`config.mk`:
```
export PLATFORM = sky130hd
export DESIGN_NAME = rr_sel_arbiter4
export DESIGN_NICKNAME = d
export VERILOG_FILES = /design/src/rtl/mux_pkg.sv /design/src/rtl/rr_pick4.sv /design/src/rtl/rr_sel_arbiter4.sv
export SDC_FILE = /design/constraint.sdc
export NUM_CORES = 1
export LEC_CHECK = 0
export ABC_AREA = 1
export ABC_CLOCK_PERIOD_IN_PS = 2100
export CAP_MARGIN = 20
export CELL_PAD_IN_SITES_DETAIL_PLACEMENT = 0
export CELL_PAD_IN_SITES_GLOBAL_PLACEMENT = 1
export CORE_MARGIN = 2
export CORE_UTILIZATION = 41
export CTS_BUF_LIST = sky130_fd_sc_hd__clkbuf_4 sky130_fd_sc_hd__clkbuf_8
export DETAILED_ROUTE_END_ITERATION = 8
export PLACE_DENSITY_LB_ADDON = 0.1
export SYNTH_ARGS = -nofsm -noshare
export SYNTH_HDL_FRONTEND = slang
export SYNTH_SLANG_ARGS = --single-unit
```
`constraint.sdc`:
```
create_clock -name clk -period 2.1 [get_ports clk]
set_input_delay 0.315 -clock clk [delete_from_list [all_inputs] [get_ports clk]]
set_output_delay 0.315 -clock clk [all_outputs]
set_load 0.02 [all_outputs]
```
`src/rtl/mux_pkg.sv`:
```
// Shared types and constants for the 4:1 mux select arbiter.
// Holds the channel/select widths, the arbiter state enum and a small select-to-grant helper.
package mux_pkg;

    localparam int N_CH   = 4;
    localparam int SEL_W  = 2;
    localparam int HOLD_W = 8;

    typedef enum logic {
        IDLE,
        GRANT
    } arb_state_t;

    function automatic logic [N_CH-1:0] sel2gnt(input logic [SEL_W-1:0] s);
        return N_CH'(1) << s;
    endfunction

endpackage

```
`src/rtl/rr_pick4.sv`:
```
// Combinational round-robin pick: first set bit of req, scanning upward from start mod 4.
// any is low when req is all zero; idx is then don't-care and driven to zero.
module rr_pick4
    import mux_pkg::*;
(
    input  logic [N_CH-1:0]  req,
    input  logic [SEL_W-1:0] start,
    output logic [SEL_W-1:0] idx,
    output logic             any
);

    logic [SEL_W-1:0] cand;

    always_comb begin
        idx  = '0;
        any  = 1'b0;
        cand = '0;
        for (int unsigned i = 0; i < N_CH; i++) begin
            // 2-bit add wraps naturally, giving the mod-4 scan order
            cand = start + SEL_W'(i);
            if (!any && req[cand]) begin
                idx = cand;
                any = 1'b1;
            end
        end
    end

endmodule

```
`src/rtl/rr_sel_arbiter4.sv`:
```
// Round-robin owner of the 4:1 mux select: one-hot grant, bounded hold, back-to-back handover.
// All outputs come straight from registers; sel tracks the owner and holds it while idle.
module rr_sel_arbiter4
    import mux_pkg::*;
#(
    parameter int HOLD_MAX = 15
) (
    input  logic             clk,
    input  logic             rst,
    input  logic [N_CH-1:0]  req,
    input  logic             rel,
    output logic [SEL_W-1:0] sel,
    output logic [N_CH-1:0]  gnt,
    output logic             valid,
    output logic             tmo
);

    arb_state_t        state_q, state_d;
    logic [SEL_W-1:0]  ptr_q, ptr_d;
    logic [SEL_W-1:0]  own_q, own_d;
    logic [HOLD_W-1:0] hcnt_q, hcnt_d;
    logic [N_CH-1:0]   gnt_q, gnt_d;
    logic              tmo_q, tmo_d;

    logic [SEL_W-1:0]  own_next;
    logic [SEL_W-1:0]  pick_start;
    logic [SEL_W-1:0]  pick_idx;
    logic              pick_any;
    logic              hold_expired;
    logic              grant_end;

    assign own_next     = own_q + SEL_W'(1);
    assign hold_expired = (hcnt_q == HOLD_W'(HOLD_MAX - 1));
    assign grant_end    = rel || !req[own_q] || hold_expired;

    // Single picker: idle scans from ptr, a finishing grant scans from just past the owner
    assign pick_start = (state_q == GRANT) ? own_next : ptr_q;

    rr_pick4 u_pick (
        .req   (req),
        .start (pick_start),
        .idx   (pick_idx),
        .any   (pick_any)
    );

    always_comb begin
        state_d = state_q;
        ptr_d   = ptr_q;
        own_d   = own_q;
        hcnt_d  = hcnt_q;
        gnt_d   = gnt_q;
        tmo_d   = 1'b0;
        unique case (state_q)
            IDLE: begin
                gnt_d = '0;
                if (pick_any) begin
                    state_d = GRANT;
                    own_d   = pick_idx;
                    gnt_d   = sel2gnt(pick_idx);
                    hcnt_d  = '0;
                end
            end
            GRANT: begin
                if (grant_end) begin
                    ptr_d = own_next;
                    tmo_d = hold_expired && !rel && req[own_q];
                    if (pick_any) begin
                        own_d  = pick_idx;
                        gnt_d  = sel2gnt(pick_idx);
                        hcnt_d = '0;
                    end else begin
                        state_d = IDLE;
                        gnt_d   = '0;
                    end
                end else begin
                    hcnt_d = hcnt_q + HOLD_W'(1);
                end
            end
            default: begin
                state_d = IDLE;
                gnt_d   = '0;
            end
        endcase
    end

    always_ff @(posedge clk) begin
        if (rst) begin
            state_q <= IDLE;
            ptr_q   <= '0;
            own_q   <= '0;
            hcnt_q  <= '0;
            gnt_q   <= '0;
            tmo_q   <= 1'b0;
        end else begin
            state_q <= state_d;
            ptr_q   <= ptr_d;
            own_q   <= own_d;
            hcnt_q  <= hcnt_d;
            gnt_q   <= gnt_d;
            tmo_q   <= tmo_d;
        end
    end

    assign sel   = own_q;
    assign gnt   = gnt_q;
    assign valid = |gnt_q;
    assign tmo   = tmo_q;

endmodule

```
==> results of run 1 <==
-- routing by layer --
metal  global-route usage (%)  share of wire [%]  up-vias
met5                        0                  0        -
met4                     6.52               0.78        0
met2                     33.5                 53        8
met3                     1.28               0.92        2
met1                     20.2                 45      564
li1                         -                  -      662
-- final cells by class --
cell class                 count  area, um^2
fill                         329        1490
multi-input combinational    141         827
sequential                    18         363
timing repair buffer          20         185
inverter                      26         100
tap                           44        55.1
clock buffer                   4        36.3
-- cells by family after synthesis --
| group | Yosys count | synth area share (%) |
|---|---|---|
| buffers and inverters | 30 | 10.4 |
| and+or+nand+nor | 109 | 46.0 |
| xor gates and xnor gates | 2 | 1.33 |
| AOI/OAI and AO/OA | 28 | 13.1 |
| adders and majority gates | 2 | 1.90 |
| DFF | 18 | 27.3 |
-- registers in the layout, indices dropped and copies added (netlist names) --
name / flops
tmo: 1
ptr_q: 2
gnt: 4
hcnt_q: 8
state_q: 1
sel: 2
-- layout by cell type, fill, tap and decap left out, types with 4 or more instances in the layout --
cell,n
a21oi_1,10
buf_4,6
clkdlybuf4s50_1,14
dfxtp_1,16
inv_1,19
inv_2,5
nand2_1,43
nand2_2,11
nand3_1,20
nand4_1,4
nor2_1,10
o21ai_0,4
o21ai_1,6
-- repair_timing --
item,4_1_cts,5_1_grt
setup endpoints to repair,0,13
hold endpoints to repair,0,0
hold buffers,0,0
resized for setup,0,3
buffers inserted,0,0
-- through the flow --
stage / cell area (um^2) / hold slack (ps) / utilization (%) / worst slack (ps) / cells
2_1_floorplan: 1320 / 392 / - / 288 / 189
3_3_place_gp: 1520 / 475 / 49.9 / 62.6 / 249
3_5_place_dp: 1520 / 478 / 49.9 / 39.2 / 249
4_1_cts: 1560 / 493 / 51.1 / 47.0 / 253
5_1_grt: 1570 / 513 / 51.3 / 14.2 / 253
6_report: 1570 / 487 / 51.3 / 101 / 253
-- worst max path at each step --
stage                            to  slack (ps)  depth (start not counted)
after floorplan              gnt[2]         290                         12
after global placement    hcnt_q[4]          60                         14
after detailed placement  hcnt_q[4]          40                         14
after CTS                    gnt[0]          50                         12
after global routing         gnt[2]          10                         14
final                         valid         100                          2
-- power breakdown --
part | internal (mW) | switching, mW
Sequential | 0.404 | 0.0697
Clock | 0.106 | 0.106
Combinational | 0.404 | 0.668
-- critical path, cell delays in order (launching register included) --
cell             delay (ps)
dfxtp_1                 340
or4_1                   510
clkdlybuf4s50_1         550
==> impl_metrics.json, run 1 <==
{
  "outcome": "finished, final reports clean",
  "reg2reg_depth": 12,
  "worstSetupStartpointType": "register",
  "grt_pass1_wl_mm": 4.94,
  "dp_hpwl_mm": 2.34,
  "finalPower_mw": 1.76,
  "synth_area_leaders": "dfxtp_1 27%, nand2_1 12%, nand3_1 8.0%",
  "cts_max_path_buffers": 2,
  "cap_violations": 0,
  "maxSlewViolCount": 0,
  "numCtsBuffers": 3,
  "synth-edff-count": 0,
  "fin_crit_sh_pct": 95.2,
  "coreArea_um2": 3050,
  "crit_required_ps": 1780,
  "io_buffer_count": 14,
  "r2r_end": "gnt[2]",
  "io_pins": 15,
  "fin_crit_ps": 2000,
  "syn2layout_area_growth_pct": 18.7,
  "drcViolationCount": 0,
  "rr_startpoint": "state_q",
  "synthArstFlopShare_pct": 0,
  "yosysMostFrequentCell": "nand2_1",
  "ys_seq_area_share_pct": 27.3,
  "place.gp.congestion": 0.807,
  "grt-ovfl-total": 0,
  "ir_drop_mv": 0.432,
  "die_w_um": 60.7,
  "critPathArrivalTime_ps": 1680,
  "clk_pin_slew_ps": 100,
  "synthCells": 189,
  "yosys-top-cells-count": "43 x nand2_1, 21 x nand3_1, 19 x inv_1",
  "setup_viol": 0,
  "power_density_nw_per_um2": 1120,
  "wirelength_mm": 2.95,
  "cts-root-buf": "clkbuf_4",
  "ys.warnings.count": 0,
  "hold_viol": 0,
  "synth_top_area_share_pct": 27.3,
  "critPathKind": "reg -> out",
  "syn-cell-area_um2": 1320,
  "drive_gt1_share_pct": 22.5,
  "hold_class": "reg -> reg",
  "grt_use_total_pct": 17.6,
  "detail_route.wl_per_cell_um": 11.6,
  "first_global_vias": 1158,
  "viasPerCell": 4.89,
  "cts.sinks": 18,
  "cts_tree": "done",
  "drtIter0Drc": 63,
  "first_pass_iters": 4,
  "endpoint_kind": "primary output",
  "finalSetupTns_ps": 0,
  "antenna_found_initial": 0,
  "clock_latency_ps": 290,
  "synth_cell_types": 34,
  "vias": 1236,
  "nNetsFinal": 219,
  "ys_ff_latch": 18,
  "worst_slew_pin_slew_ps": 350,
  "die_height_um": 60.7,
  "synth_nets": 198,
  "p_leak_nw": 0.707,
  "htreeDepth": 1,
  "hold_end": "gnt[2]",
  "crit_path_start": "gnt[3]",
  "path_max_fanout": 3,
  "synth_flop_cell": "dfxtp_1",
  "rsz0062_at_grt": "no",
  "hold_depth": 2,
  "slew_headroom_pct": 76.5,
  "ant_nets": 0,
  "initial_utilization_pct": 43.2,
  "syn_avg_cell_area_um2": 6.98,
  "clock_skew_ps": 1.98,
  "max_freq_mhz": 500,
  "fp-row-count": 20,
  "grt_max_degree": 11,
  "synth_area_leader_cell": "dfxtp_1",
  "dieArea_um2": 3690,
  "worstHoldStart": "gnt[2]",
  "ff2ff_setup_slack_ps": 230,
  "antennaDiodeCount": 0
}
Power figures use the tool's default switching activity.
==> run 2: changes to the inputs <==
Settings changed: CORE_MARGIN 2 to default.
==> run 2 against run 1 <==
Effect of this change:
- combinational power barely moved
- critical path type unchanged
- clock power barely moved
- die area fell by 6.5%
- count of clock-buffer cells in the layout did not move
==> impl_metrics.json, run 2 (same netlist as run 1, synthesis figures left out) <==
{
  "outcome": "finished, final reports clean",
  "critPathKind": "reg -> out",
  "ir_drop_mv": 0.485,
  "cts-resized-gates": 0,
  "ant_nets": 0,
  "vias": 1249,
  "met2WireLength_mm": 1.51,
  "worstSetupStartpointType": "register",
  "clock_skew_ps": 3.67,
  "coreArea_um2": 3050,
  "path_delay_family": "buffers and inverters",
  "top_register": "hcnt_q",
  "fin_hold_ws_ps": 487,
  "drtIter0Drc": 88,
  "io_buffer_count": 14,
  "layout_commonest_cell": "nand2_1",
  "cp.buffers_inverters": 1,
  "critPathArrivalTime_ps": 1680,
  "worst_slew_pin_slew_ps": 301,
  "holdBufCountCts": 0,
  "cts_tree": "done",
  "htreeDepth": 1,
  "p_leak_nw": 0.702,
  "endpoint_kind": "primary output",
  "cap_violations": 0,
  "power_density_nw_per_um2": 1120,
  "setup_viol": 0,
  "maxSlewViolCount": 0,
  "fp-row-count": 20,
  "drive_gt1_share_pct": 22.0,
  "final_cell_mix": "43 x nand2_1, 21 x nand3_1, 19 x inv_1, 16 x dfxtp_1, 14 x clkdlybuf4s50_1",
  "hold_viol": 0,
  "max_stage_delay_ps": 550,
  "die_w_um": 58.7,
  "multi_input_area_um2": 822,
  "numCtsBuffers": 3,
  "met1Wirelength_mm": 1.34,
  "clk_pin_slew_ps": 100,
  "antenna_found_initial": 0,
  "nFillCells": 327,
  "viasPerCell": 4.94,
  "cts_max_path_buffers": 2,
  "dr_wl_met3_um": 32,
  "die_height_um": 58.7,
  "fin_crit_sh_pct": 94.8,
  "detail_route.wl_per_cell_um": 11.5,
  "slew_headroom_pct": 79.8,
  "dieArea_um2": 3450,
  "dp_hpwl_mm": 2.37,
  "largest_register_ff_count": 8,
  "path_cells": "or4_1 -> clkdlybuf4s50_1",
  "slowest_stage": "clkdlybuf4s50_1",
  "place.gp.congestion": 0.793,
  "cts-root-buf": "clkbuf_4",
  "grt_pass1_wl_mm": 5.20,
  "grt-ovfl-total": 0,
  "nNetsFinal": 219,
  "grt_max_degree": 11,
  "io_pins": 15,
  "initial_utilization_pct": 43.2,
  "first_pass_iters": 4,
  "routed.top_layer": "met4",
  "clock_latency_ps": 290,
  "finalSetupTns_ps": 0,
  "first_global_vias": 1214,
  "wirelength_mm": 2.90,
  "drcViolationCount": 0,
  "rsz0062_at_grt": "no",
  "grt_use_total_pct": 19.4,
  "path_max_fanout": 3,
  "antennaDiodeCount": 0,
  "syn2layout_area_growth_pct": 18.5,
  "fin_crit_ps": 1990,
  "cts.sinks": 18,
  "cts_setup_buffers": 0,
  "max_freq_mhz": 502,
  "regArea_um2": 365,
  "hold_class": "reg -> reg",
  "crit_required_ps": 1780
}
[run 2: cell counts in the layout (fill, tap and decap cells not counted)]
Identical to the previous run, type by type.
[run 2: stage by stage]
stage / setup WS (ps) / power [mW] / std cells / utilization [%] / cell area (um^2)
final: 109 / 1.75 / 253 / 51.2 / 1560
after global routing: 25.6 / 1.91 / 253 / 51.2 / 1560
after CTS: 12.2 / 1.77 / 253 / 51.1 / 1560
after detailed placement: 36.4 / 1.55 / 249 / 49.9 / 1520
after global placement: 43.9 / 1.54 / 249 / 49.9 / 1520
after floorplan: 288 / 1.26 / 189 / - / 1320
[run 2: per-layer routing]
layer | vias to the layer above | track usage (%)
met5 | - | 0
li1 | 663 | -
met1 | 574 | 22.3
met4 | 0 | 6.12
met2 | 10 | 37.7
met3 | 2 | 1.32
[run 2: path summary, 6_finish.rpt]
path	cells after the start	startpoint	endpoint	slack (ps)
hold reg to reg	2	gnt[2]	gnt[2]	490
hold / removal	2	gnt[2]	gnt[2]	490
setup reg to reg	11	state_q	gnt[0]	250
setup / recovery	2	gnt[3]	valid	110
[run 2: power breakdown]
part | leakage, nW | internal, mW | switching (mW)
sequential | 0.148 | 0.404 | 0.0618
clock | 0.0210 | 0.106 | 0.108
combinational | 0.534 | 0.403 | 0.669
total | 0.702 | 0.913 | 0.838
[run 2: final cells by class]
class / instances / area share [%]
Multi-Input combinational cell: 141 / 52.6
Sequential cell: 18 / 23.4
Timing Repair Buffer: 20 / 11.8
Inverter: 26 / 6.40
Tap cell: 44 / 3.52
Clock buffer: 4 / 2.32
[run 2: worst reg2reg max path, cell delays in order (launching register included)]
cell and delay, ps:
dfxtp_4 410, o21ai_4 260, nand3_1 230, nand2_4 130, nand2_1 70, nand2_1 90, nand3_1 70, nand2_1 70
nand2_1 60, nor2_2 170, nand3_1 100, a21oi_1 130
==> run 3: changes to the inputs <==
Settings changed: ABC_CLOCK_PERIOD_IN_PS 2100 to 1950, REMOVE_ABC_BUFFERS from default to 1.
Clock period 2.1 ns to 1.95 ns, I/O delays scaled along.
==> run 3 against run 2 <==
Effect of this change:
- power is 22% higher
- non-clock buffer count increased by 10
- cell count increased by 4.3%
- core utilization is 6.3 points higher
- sequential share of layout area down 2.2 points
- worst setup slack better by 14 ps
- clock power is 6% higher
==> impl_metrics.json, run 3 (same netlist as run 1, synthesis figures left out) <==
{
  "cts.sinks": 18,
  "nNetsFinal": 230,
  "endpoint_kind": "register",
  "clk_pin_slew_ps": 100,
  "cap_violations": 0,
  "drcViolationCount": 0,
  "power_density_nw_per_um2": 1220,
  "worst_slew_pin_slew_ps": 336,
  "antennaDiodeCount": 0,
  "ant_nets": 0,
  "fp-row-count": 20,
  "path_delay_family": "simple AND/OR/NAND/NOR gates",
  "setup_viol": 0,
  "outcome": "finished, final reports clean",
  "largest_register_ff_count": 8,
  "ir_drop_mv": 0.496,
  "hold_viol": 0,
  "clock_skew_ps": 1.11,
  "dp_hpwl_mm": 2.41,
  "antenna_found_initial": 0,
  "detail_route.wl_per_cell_um": 11.8,
  "finalPower_mw": 2.14,
  "p_leak_nw": 0.784,
  "cts_tree": "done",
  "grt_use_total_pct": 19.4,
  "postPlaceCellArea_um2": 1590,
  "path_cells": "o21ai_4 -> nand2_1 -> nand2_2 -> nand2_1 -> nand2_2 -> nand3_4 -> nor2_8 -> nor2_8 -> o21ai_2 -> nand3_1 -> inv_1",
  "htreeDepth": 1,
  "die_height_um": 58.7,
  "fin_crit_sh_pct": 93.7,
  "finalSetupTns_ps": 0,
  "numCtsBuffers": 3,
  "drtIter0Drc": 72,
  "drive_gt1_share_pct": 33.2,
  "cts-root-buf": "clkbuf_4",
  "coreArea_um2": 3050,
  "io_buffer_count": 14,
  "die_w_um": 58.7,
  "cp.buffers_inverters": 1,
  "path_max_fanout": 9,
  "place.gp.congestion": 0.816,
  "holdBufCountCts": 0,
  "syn2layout_area_growth_pct": 33.0,
  "crit_required_ps": 2190,
  "top_register": "hcnt_q",
  "io_pins": 15,
  "vias": 1325,
  "layout_commonest_cell": "nand2_1",
  "viasPerCell": 5.02,
  "max_stage_delay_ps": 410,
  "hold_class": "reg -> reg",
  "first_global_vias": 1259,
  "worstSetupStartpointType": "register",
  "critPathArrivalTime_ps": 2070,
  "final_cell_mix": "35 x nand2_1, 19 x inv_1, 17 x nand2_2, 17 x nand3_1",
  "first_pass_iters": 4,
  "clock_latency_ps": 290,
  "wirelength_mm": 3.11,
  "maxSlewViolCount": 0,
  "grt-ovfl-total": 0,
  "grt_pass1_wl_mm": 5.22,
  "slowest_stage": "dfxtp_4",
  "slew_headroom_pct": 77.5,
  "initial_utilization_pct": 43.2,
  "critPathKind": "reg -> reg",
  "fin_crit_ps": 1830,
  "grt_max_degree": 11,
  "cts_max_path_buffers": 2,
  "max_freq_mhz": 547,
  "fin_area_um2": 1760,
  "dieArea_um2": 3450
}
==> run 3: timing repair <==
item / in CTS / in global routing
pin swaps: 0 / 15
hold endpoints to repair: 0 / 0
resized for setup: 1 / 31
cloned: 0 / 1
buffers inserted: 0 / 4
endpoints found under the setup margin: 1 / 14
==> run 3: worst paths after layout <==
kind,endpoint,start,cells past startpoint,slack [ps]
worst max-delay path,hcnt_q[5],state_q,11,120
worst min-delay path,gnt[2],gnt[2],2,490
worst max register to register,hcnt_q[5],state_q,11,120
worst min register to register,gnt[2],gnt[2],2,490
==> run 3: metrics by stage <==
step	worst slack, ps	hold WS (ps)	cells	util (%)
2_1_floorplan	119	362	185	-
3_3_place_gp	-65.1	472	256	52.0
3_5_place_dp	-90.9	476	256	52.0
4_1_cts	9.34	492	260	53.2
5_1_grt	-4.60	527	264	57.5
6_report	122	494	264	57.5
==> run 3: worst reg2reg max path: cells and delay by family (launching register included) <==
kind | cells | cell delay, ps
buffers and inverters | 1 | 60
AO/OA/AOI/OAI | 2 | 410
flip-flops | 1 | 410
AND/OR/NAND/NOR | 8 | 890
==> run 3: power breakdown <==
group / internal [mW] / leakage, nW / switching (mW) / total (mW)
combinational: 0.566 / 0.615 / 0.834 / 1.40
sequential: 0.444 / 0.149 / 0.0749 / 0.519
clock: 0.114 / 0.0210 / 0.112 / 0.226
total: 1.12 / 0.784 / 1.02 / 2.14
==> run 3: layout make-up <==
type	count	area [um^2]
clock buffer	4	36.3
fill	306	1300
inverter	26	100
multi-input combinational	142	930
sequential	18	372
tap	44	55.1
timing repair buffer	30	263
==> run 3: metal layers <==
layer | vias to the layer above | wire length (um) | GRT usage [%]
met5 | - | 0 | 0
met4 | 0 | 68 | 10.9
met3 | 8 | 37 | 1.32
met2 | 20 | 1640 | 34.6
li1 | 689 | - | -
met1 | 608 | 1360 | 23.0
